### config.mk
export PLATFORM = sky130hd
export DESIGN_NAME = ssd1306_seq
export DESIGN_NICKNAME = d
export VERILOG_FILES = /design/src/rtl/ssd1306_seq.sv
export SDC_FILE = /design/constraint.sdc
export NUM_CORES = 1
export LEC_CHECK = 0
export ABC_AREA = 1
export CAP_MARGIN = 20
export CORE_MARGIN = 8
export CORE_UTILIZATION = 50
export CTS_CLUSTER_DIAMETER = 50
export DETAILED_ROUTE_END_ITERATION = 7
export PLACE_DENSITY = 0.7
export SYNTH_ARGS = -nofsm -noshare
export SYNTH_HDL_FRONTEND = slang
export SYNTH_SLANG_ARGS = --single-unit
### constraint.sdc
create_clock -name clk_i -period 4.6 [get_ports clk_i]
set_input_delay 1.38 -clock clk_i [delete_from_list [all_inputs] [get_ports clk_i]]
set_output_delay 1.38 -clock clk_i [all_outputs]
set_load 0.03 [all_outputs]
### src/rtl/ssd1306_seq.sv
`default_nettype none
// ============================================================================
// Module      : ssd1306_seq
// Description : SSD1306 OLED frame sequencer. After reset it sends the panel
//               init command string. On request it then streams one full
//               frame: an addressing header (commands) followed by FB_BYTES
//               framebuffer bytes (data). The SPI link is mode 0 and sends
//               MSB first. Each byte takes exactly 18*CLK_DIV clocks: 16
//               half-bit periods with ss_o low, then a 2*CLK_DIV gap with
//               ss_o high.
// Parameters  : CLK_DIV  - SCL half-period in clk_i cycles (1..255)
//               FB_BYTES - data bytes per frame
// Ports       : clk_i, rst_i          - clock, synchronous active-high reset
//               frame_req_i           - single-cycle frame request
//               ready_o / busy_o      - init finished / work sent or pending
//               frame_done_o          - one-cycle pulse at end of frame
//               fb_rd_o, fb_addr_o    - framebuffer read strobe and address
//               fb_data_i             - read data, valid one cycle after strobe
//               ss_o, scl_o, mosi_o   - SPI link to the display
//               dc_o                  - 0 = command byte, 1 = data byte
//               invert_i              - only with SSD1306_SEQ_INVERT_EN
// Options     : `define SSD1306_SEQ_INVERT_EN adds invert_i and puts an A6/A7
//               display-invert command in front of the frame header.
// Revision    : 1.0 - initial release
// ============================================================================
module ssd1306_seq #(
    parameter int CLK_DIV  = 4,
    parameter int FB_BYTES = 1024
) (
    input  logic       clk_i,
    input  logic       rst_i,
    input  logic       frame_req_i,
`ifdef SSD1306_SEQ_INVERT_EN
    input  logic       invert_i,
`endif
    output logic       ready_o,
    output logic       busy_o,
    output logic       frame_done_o,
    output logic       fb_rd_o,
    output logic [9:0] fb_addr_o,
    input  logic [7:0] fb_data_i,
    output logic       ss_o,
    output logic       scl_o,
    output logic       mosi_o,
    output logic       dc_o
);

    localparam logic [2:0] ST_INIT = 3'd0;
    localparam logic [2:0] ST_IDLE = 3'd1;
    localparam logic [2:0] ST_HDR  = 3'd2;
    localparam logic [2:0] ST_DATA = 3'd3;
    localparam logic [2:0] ST_DONE = 3'd4;

    localparam logic [2:0]  INIT_LAST = 3'd5;
`ifdef SSD1306_SEQ_INVERT_EN
    localparam logic [2:0]  HDR_LAST  = 3'd6;
`else
    localparam logic [2:0]  HDR_LAST  = 3'd5;
`endif
    localparam logic [7:0]  HALF_LAST = 8'(CLK_DIV - 1);
    localparam logic [10:0] DATA_LAST = 11'(FB_BYTES - 1);

    logic [2:0]  state_q, state_d;
    logic        act_q, act_d;       // byte engine running
    logic [7:0]  hcnt_q, hcnt_d;     // clk count inside a half period
    logic [4:0]  slot_q, slot_d;     // 0..15 bit halves, 16..17 gap halves
    logic [2:0]  idx_q, idx_d;       // command index inside INIT/HDR
    logic [10:0] dcnt_q, dcnt_d;     // index of the data byte on the wire
    logic [7:0]  sh_q, sh_d;         // shift register, bit 7 is on mosi
    logic [7:0]  hold_q, hold_d;     // holding latch for the next data byte
    logic        cap_q, cap_d;       // fb_data_i is valid this cycle
    logic        pend_q, pend_d;
    logic        ready_q, ready_d;
    logic        dc_q, dc_d;
    logic        fb_rd_q, fb_rd_d;
    logic [9:0]  fb_addr_q, fb_addr_d;
`ifdef SSD1306_SEQ_INVERT_EN
    logic        inv_q, inv_d;
`endif

    logic       half_end, gap_start, byte_end;
    logic       data_last, next_is_data;
    logic [2:0] rom_idx;
    logic [7:0] rom_byte;
    logic [7:0] fb_byte;

    assign half_end  = (hcnt_q == HALF_LAST);
    assign gap_start = act_q && half_end && (slot_q == 5'd15);
    assign byte_end  = act_q && half_end && (slot_q == 5'd17);
    assign data_last = (dcnt_q == DATA_LAST);

    // The next byte is a data byte after the last header byte and after
    // every data byte except the final one.
    assign next_is_data = ((state_q == ST_HDR) && (idx_q == HDR_LAST)) ||
                          ((state_q == ST_DATA) && !data_last);

    // With CLK_DIV=1 the read data arrives in the very cycle the next byte
    // is loaded, so it bypasses the holding latch.
    assign fb_byte = cap_q ? fb_data_i : hold_q;

    // Command to load: entry 0 when the engine starts, else the next one.
    assign rom_idx = act_q ? (idx_q + 3'd1) : 3'd0;

    always_comb begin
        rom_byte = 8'h00;
        if (state_q == ST_INIT) begin
            case (rom_idx)
                3'd0:    rom_byte = 8'hAE;   // display off
                3'd1:    rom_byte = 8'h20;   // addressing mode ...
                3'd2:    rom_byte = 8'h00;   // ... horizontal
                3'd3:    rom_byte = 8'hA4;   // show RAM contents
                3'd4:    rom_byte = 8'hA6;   // normal polarity
                3'd5:    rom_byte = 8'hAF;   // display on
                default: rom_byte = 8'h00;
            endcase
        end else begin
`ifdef SSD1306_SEQ_INVERT_EN
            case (rom_idx)
                3'd0:    rom_byte = inv_q ? 8'hA7 : 8'hA6;
                3'd1:    rom_byte = 8'h21;   // column range 0..127
                3'd2:    rom_byte = 8'h00;
                3'd3:    rom_byte = 8'h7F;
                3'd4:    rom_byte = 8'h22;   // page range 0..7
                3'd5:    rom_byte = 8'h00;
                3'd6:    rom_byte = 8'h07;
                default: rom_byte = 8'h00;
            endcase
`else
            case (rom_idx)
                3'd0:    rom_byte = 8'h21;   // column range 0..127
                3'd1:    rom_byte = 8'h00;
                3'd2:    rom_byte = 8'h7F;
                3'd3:    rom_byte = 8'h22;   // page range 0..7
                3'd4:    rom_byte = 8'h00;
                3'd5:    rom_byte = 8'h07;
                default: rom_byte = 8'h00;
            endcase
`endif
        end
    end

    always_comb begin
        state_d   = state_q;
        act_d     = act_q;
        hcnt_d    = hcnt_q;
        slot_d    = slot_q;
        idx_d     = idx_q;
        dcnt_d    = dcnt_q;
        sh_d      = sh_q;
        hold_d    = hold_q;
        cap_d     = fb_rd_q;
        pend_d    = pend_q | frame_req_i;
        ready_d   = ready_q;
        dc_d      = dc_q;
        fb_rd_d   = 1'b0;
        fb_addr_d = fb_addr_q;
`ifdef SSD1306_SEQ_INVERT_EN
        inv_d     = inv_q;
`endif

        if (cap_q) begin
            hold_d = fb_data_i;
        end

        if (act_q) begin
            if (half_end) begin
                hcnt_d = 8'd0;
                slot_d = slot_q + 5'd1;
                // Advance to the next bit at the end of each SCL-high half.
                if (!slot_q[4] && slot_q[0]) begin
                    sh_d = {sh_q[6:0], 1'b0};
                end
            end else begin
                hcnt_d = hcnt_q + 8'd1;
            end

            // First gap cycle: fetch the upcoming data byte and switch dc
            // while ss is high.
            if (gap_start && next_is_data) begin
                fb_rd_d   = 1'b1;
                fb_addr_d = (state_q == ST_DATA) ? (dcnt_q[9:0] + 10'd1) : 10'd0;
                dc_d      = 1'b1;
            end

            if (byte_end) begin
                slot_d = 5'd0;
                case (state_q)
                    ST_INIT: begin
                        if (idx_q == INIT_LAST) begin
                            state_d = ST_IDLE;
                            act_d   = 1'b0;
                            idx_d   = 3'd0;
                            ready_d = 1'b1;
                        end else begin
                            idx_d = idx_q + 3'd1;
                            sh_d  = rom_byte;
                        end
                    end
                    ST_HDR: begin
                        if (idx_q == HDR_LAST) begin
                            state_d = ST_DATA;
                            idx_d   = 3'd0;
                            dcnt_d  = 11'd0;
                            sh_d    = fb_byte;
                        end else begin
                            idx_d = idx_q + 3'd1;
                            sh_d  = rom_byte;
                        end
                    end
                    ST_DATA: begin
                        if (data_last) begin
                            state_d = ST_DONE;
                            act_d   = 1'b0;
                            dcnt_d  = 11'd0;
                        end else begin
                            dcnt_d = dcnt_q + 11'd1;
                            sh_d   = fb_byte;
                        end
                    end
                    default: begin
                        act_d = 1'b0;
                    end
                endcase
            end
        end else begin
            case (state_q)
                ST_INIT, ST_HDR: begin
                    act_d  = 1'b1;
                    hcnt_d = 8'd0;
                    slot_d = 5'd0;
                    idx_d  = 3'd0;
                    sh_d   = rom_byte;
                end
                ST_IDLE: begin
                    // The pending request is consumed when its frame starts.
                    // Requests arriving later, DONE included, set it again
                    // and all merge into one following frame.
                    if (pend_q) begin
                        state_d = ST_HDR;
                        pend_d  = 1'b0;
`ifdef SSD1306_SEQ_INVERT_EN
                        inv_d   = invert_i;
`endif
                    end
                end
                ST_DONE: begin
                    state_d = ST_IDLE;
                    dc_d    = 1'b0;
                end
                default: begin
                    state_d = ST_IDLE;
                end
            endcase
        end
    end

    always_ff @(posedge clk_i) begin
        if (rst_i) begin
            state_q   <= ST_INIT;
            act_q     <= 1'b0;
            hcnt_q    <= 8'd0;
            slot_q    <= 5'd0;
            idx_q     <= 3'd0;
            dcnt_q    <= 11'd0;
            sh_q      <= 8'd0;
            hold_q    <= 8'd0;
            cap_q     <= 1'b0;
            pend_q    <= 1'b0;
            ready_q   <= 1'b0;
            dc_q      <= 1'b0;
            fb_rd_q   <= 1'b0;
            fb_addr_q <= 10'd0;
`ifdef SSD1306_SEQ_INVERT_EN
            inv_q     <= 1'b0;
`endif
        end else begin
            state_q   <= state_d;
            act_q     <= act_d;
            hcnt_q    <= hcnt_d;
            slot_q    <= slot_d;
            idx_q     <= idx_d;
            dcnt_q    <= dcnt_d;
            sh_q      <= sh_d;
            hold_q    <= hold_d;
            cap_q     <= cap_d;
            pend_q    <= pend_d;
            ready_q   <= ready_d;
            dc_q      <= dc_d;
            fb_rd_q   <= fb_rd_d;
            fb_addr_q <= fb_addr_d;
`ifdef SSD1306_SEQ_INVERT_EN
            inv_q     <= inv_d;
`endif
        end
    end

    // ss is low for slots 0..15, and SCL is high in the odd slots.
    assign ss_o         = ~(act_q & ~slot_q[4]);
    assign scl_o        = act_q & ~slot_q[4] & slot_q[0];
    assign mosi_o       = act_q & ~slot_q[4] & sh_q[7];
    assign dc_o         = dc_q;
    assign fb_rd_o      = fb_rd_q;
    assign fb_addr_o    = fb_addr_q;
    assign ready_o      = ready_q;
    assign frame_done_o = (state_q == ST_DONE);
    // The reset state is INIT, so busy is masked while reset is applied.
    assign busy_o       = ~rst_i & ((state_q != ST_IDLE) | pend_q);

endmodule
`default_nettype wire

* Word level (Yosys, flattened, before mapping)
Index checks and enable logic that the tools add are counted.
Word-level totals: bits in registers 62, logic and storage cells 130, bits of input ports 11, output and inout bits 18
Operators by class: reductions and logical operators 24, add/sub/neg operators 5, mux-type cells 51, bitwise logic cells 10, eq/ne operators 26
Operators by type and width (number):
- 2-to-1 mux 8 bit | 13
- case mux 8 bit (5 select lines) | 1
- 2-to-1 mux 3 bit | 12
- case mux 7 bit (4 select lines) | 1
- case mux 8 bit (3 select lines) | 1
- 2-to-1 mux 11 bit | 2
- case mux 11 bit (2 select lines) | 1
- 2-to-1 mux 5 bit | 4
- equality test 3 x 2 -> 1 bit, second input constant | 4
- equality test 3 bit, second input constant | 4
- 2-to-1 mux 1 bit | 12
- adder 11 x 1 -> 11 bit, second input constant | 1
- equality test 11 x 10 -> 1 bit, second input constant | 1
- adder 10 x 1 -> 10 bit, second input constant | 1
- 2-to-1 mux 10 bit | 1
- case mux 3 bit (3 select lines) | 1
- adder 8 x 1 -> 8 bit, second input constant | 1
- equality test 8 x 2 -> 1 bit, second input constant | 1
- != test 2 x 1 -> 1 bit, second input constant | 4
- AND reduction 4 bit | 2
- logical AND 1 bit | 7
- AND reduction 7 bit | 1
- equality test 3 x 1 -> 1 bit, second input constant | 2
- zero test 3 bit | 2
- other kinds (20) | 36

* Depth between registers and ports, before layout
word-level depth 9, mapped depth 14, mapped depth without buffers 14

* Worst setup path before layout
No wires, ideal clock.
path type input port to output port, start input rst_i, end output busy_o, path buffers 2, data arrival time 2.186 ns, path slack 1.034 ns, required time 3.220 ns, stages on the path 3, cell sequence clkbuf_1 clkbuf_1 nor2_1
On the way: word-level cells in the longest chain between the ends 2
Ends and longest elaborated chain:
- from (decl) | RTL line 31 | input logic rst_i,
- NOT 1 bit | RTL line 307 | assign busy_o = ~rst_i & ((state_q != ST_IDLE) | pend_q);
- AND 1 bit | RTL line 307
- to (decl) | RTL line 37 | output logic busy_o,
No other way between the ends.

* Final worst setup path
start register act_q, end output scl_o
On the way: word-level cells in the longest chain between the ends 2
Ends and longest elaborated chain:
- from (decl) | RTL line 64 | logic act_q, act_d;
- from (signal assigned) | RTL line 278 | act_q <= act_d;
- AND 1 bit (2 in a row) | RTL line 299 | assign scl_o = act_q & ~slot_q[4] & slot_q[0];
- to (decl) | RTL line 43 | output logic scl_o,
No other way between the ends.

==> qor.yml <==
slew_viol_final: 0
multi_input_area_um2: 1860
fin_setup_tns_ns: 0
syn_avg_cell_area_um2: 6.50
synth-seq-cells: 62
drtIter0Drc: 157
fp.dieH_um: 99.1
h-tree-depth: 3
cts_num_sinks: 62
synthXorXnorAreaFrac: 0.0203
final_layout_size_suffix_gt1_frac: 0.0722
synth-simple-area-share: 0.347
max_clock_freq_mhz: 287
ir_worst_vdd_v: 0.000218
cp.arrival_ns: 2.10
endpoint_kind: "primary output"
fin_skew_ns: 0.00396
drc: 0
utilization: 0.590
clkTransAtPathRegs_ns: 0.06
track_usage: 0.180
netlist_area_um2: 3450
cts-resized-gates: 0
netlist_instances: 531
grt_antenna_before_repair: 0
yosys_warnings: 0
slew_headroom: 0.660
avgRoutedWirePerCell_um: 12.7
setup_viol: 0
syn_nets: 549
nets: 581
seq_area_um2: 1240
hold_viol_final: 0
die_w_um: 99.1
finalWeightedCongestion: 0.879
cts_setup_buffers: 0
final.period_utilization: 0.757
antenna_cells: 0
grt_overflow: 0
synth_fa_ha_area_frac: 0.0254
final-instance-count-excl-fill: 648
status: "finished, final reports clean"
period_needed_ns: 3.48
firstDrtPassIters: 4
fillers: 661
p_leak_nw: 1.80
ys_seq_area_frac: 0.360
dieArea_um2: 9820
cts_tree: "built"
crit_fanout: 15
ys_types: 38
areaGrowthSynthToFinish_pct: 14.9
grt_pass1_vias: 3297
std_cell_rows: 30
critical_path_class: "flop to primary output"
start_util: 0.514
cp.required_ns: 3.22
grt_max_degree: 34
synth_mux_area_frac: 0.00580
hpwlAfterDp_um: 6090
core_um2: 6720
clk_path_buf_depth: 2
num_io_pins: 29
startpoint_type: "flop"
cts_root_buf: "clkbuf_8"
portBuffers: 28
cts_made_buffers: 9
synth_top_family_by_area: "simple AND/OR/NAND/NOR gates"
cellPowerDensity_nw_per_um2: 261
postRouteAntennaNets: 0
holdBufCountCts: 0
dp_cells: 632
vias_per_cell: 5.17
hold_class: "flop to flop"
via_count: 3352
tightest_slew_ns: 0.509
maxCapViolations: 0
clk_latency_ns: 0.34
grt_pass1_wl_um: 14500
synth_compound_area_frac: 0.140
rsz0062_at_grt: "false"
wl_um: 8260
==> layout make-up <==
cell class	instances	area share
tap	80	0.0252
timing repair buffer	29	0.0719
sequential	62	0.313
clock buffer	15	0.0394
clock inverter	1	0.00126
multi-input combinational	377	0.468
inverter	84	0.0808
==> state kept, by name, summed over array words and instances, names as in the netlist <==
signal	cells
hold_q	8
pend_q	1
fb_rd_o	1
state_q	3
ready_o	1
act_q	1
cap_q	1
idx_q	3
fb_addr_o	10
hcnt_q	8
dcnt_q	11
slot_q	5
sh_q	8
dc_o	1
==> routing by layer <==
metal / part of all wire / track usage / wire length (µm) / vias up
met1: 0.45 / 0.205 / 3750 / 1513
met3: 0.055 / 0.0395 / 457 / 14
li1: - / - / - / 1751
met4: 0.017 / 0.0908 / 142 / 0
met5: 0 / 0 / 0 / -
met2: 0.47 / 0.311 / 3900 / 74
==> cell usage in the layout, fill, tap and decap left out, drive strengths merged, types with 2 or more instances in the layout <==
cell type	synthesis	routed
mux2i	2	2
buf	3	2
o21ai	40	40
nand3	38	38
o21a	3	3
a21oi	31	31
nand4	6	6
or2	5	5
clkbuf	5	15
clkinv	1	2
inv	83	83
xor2	7	7
clkdlybuf4s50	0	27
ha	7	7
nor2	68	68
nor3	5	5
dfxtp	62	62
o22ai	4	4
a211oi	3	3
nand2	150	150
==> kinds of logic (layout without fill, tap and decap cells) <==
family	Yosys count	after routing
flops	62	62
buf+inv	92	129
simple gates	274	274
fa+ha+maj	7	7
mux	2	2
compound gates	86	86
xor+xnor	8	8
==> Yosys cell counts, drive strengths merged <==
cell type	number	share of area
nand2	150	0.17
inv	83	0.090
nor2	68	0.083
dfxtp	62	0.36
o21ai	40	0.061
nand3	38	0.057
a21oi	31	0.045
ha	7	0.025
xor2	7	0.018
nand4	6	0.011
clkbuf	5	0.0054
nor3	5	0.011
or2	5	0.0091
o22ai	4	0.0073
a211oi	3	0.0080
buf	3	0.0040
o21a	3	0.0065
mux2i	2	0.0058
a22oi	1	0.0022
a31oi	1	0.0018
a41oi	1	0.0025
clkinv	1	0.0025
nand3b	1	0.0022
nor4	1	0.0062
o2111ai	1	0.0025
o32ai	1	0.0025
xnor2	1	0.0025
==> per-stage QoR <==
stage	setup WS (ns)	hold slack, ns	power [W]	cell area (µm²)
4_1_cts	1.10	0.437	0.00105	3970
2_1_floorplan	1.03	0.426	0.000611	3450
5_1_grt	0.999	0.474	0.00109	3970
3_5_place_dp	1.15	0.424	0.000635	3800
6_report	1.12	0.431	0.00104	3970
3_3_place_gp	1.15	0.433	0.000634	3800
==> worst paths after layout <==
check	start	endpoint	slack, ns	cells past startpoint
max	act_q	scl_o	1.12	3
min	fb_rd_o	cap_q	0.43	2
max reg2reg	hcnt_q[0]	dcnt_q[0]	2.55	8
min reg2reg	fb_rd_o	cap_q	0.43	2
==> power by group <==
group / internal, W / switching (W)
Sequential: 0.000544 / 0.00000614
Combinational: 0.0000282 / 0.0000459
Clock: 0.000211 / 0.000202
Total: 0.000783 / 0.000254
==> worst max-delay path, cell delays in order, from the launching register on <==
cell and delay [ns]:
dfxtp_1 0.64, inv_1 0.28, nor2_1 0.16, clkdlybuf4s50_1 0.68
No activity file was read; power rests on OpenSTA's default activity.
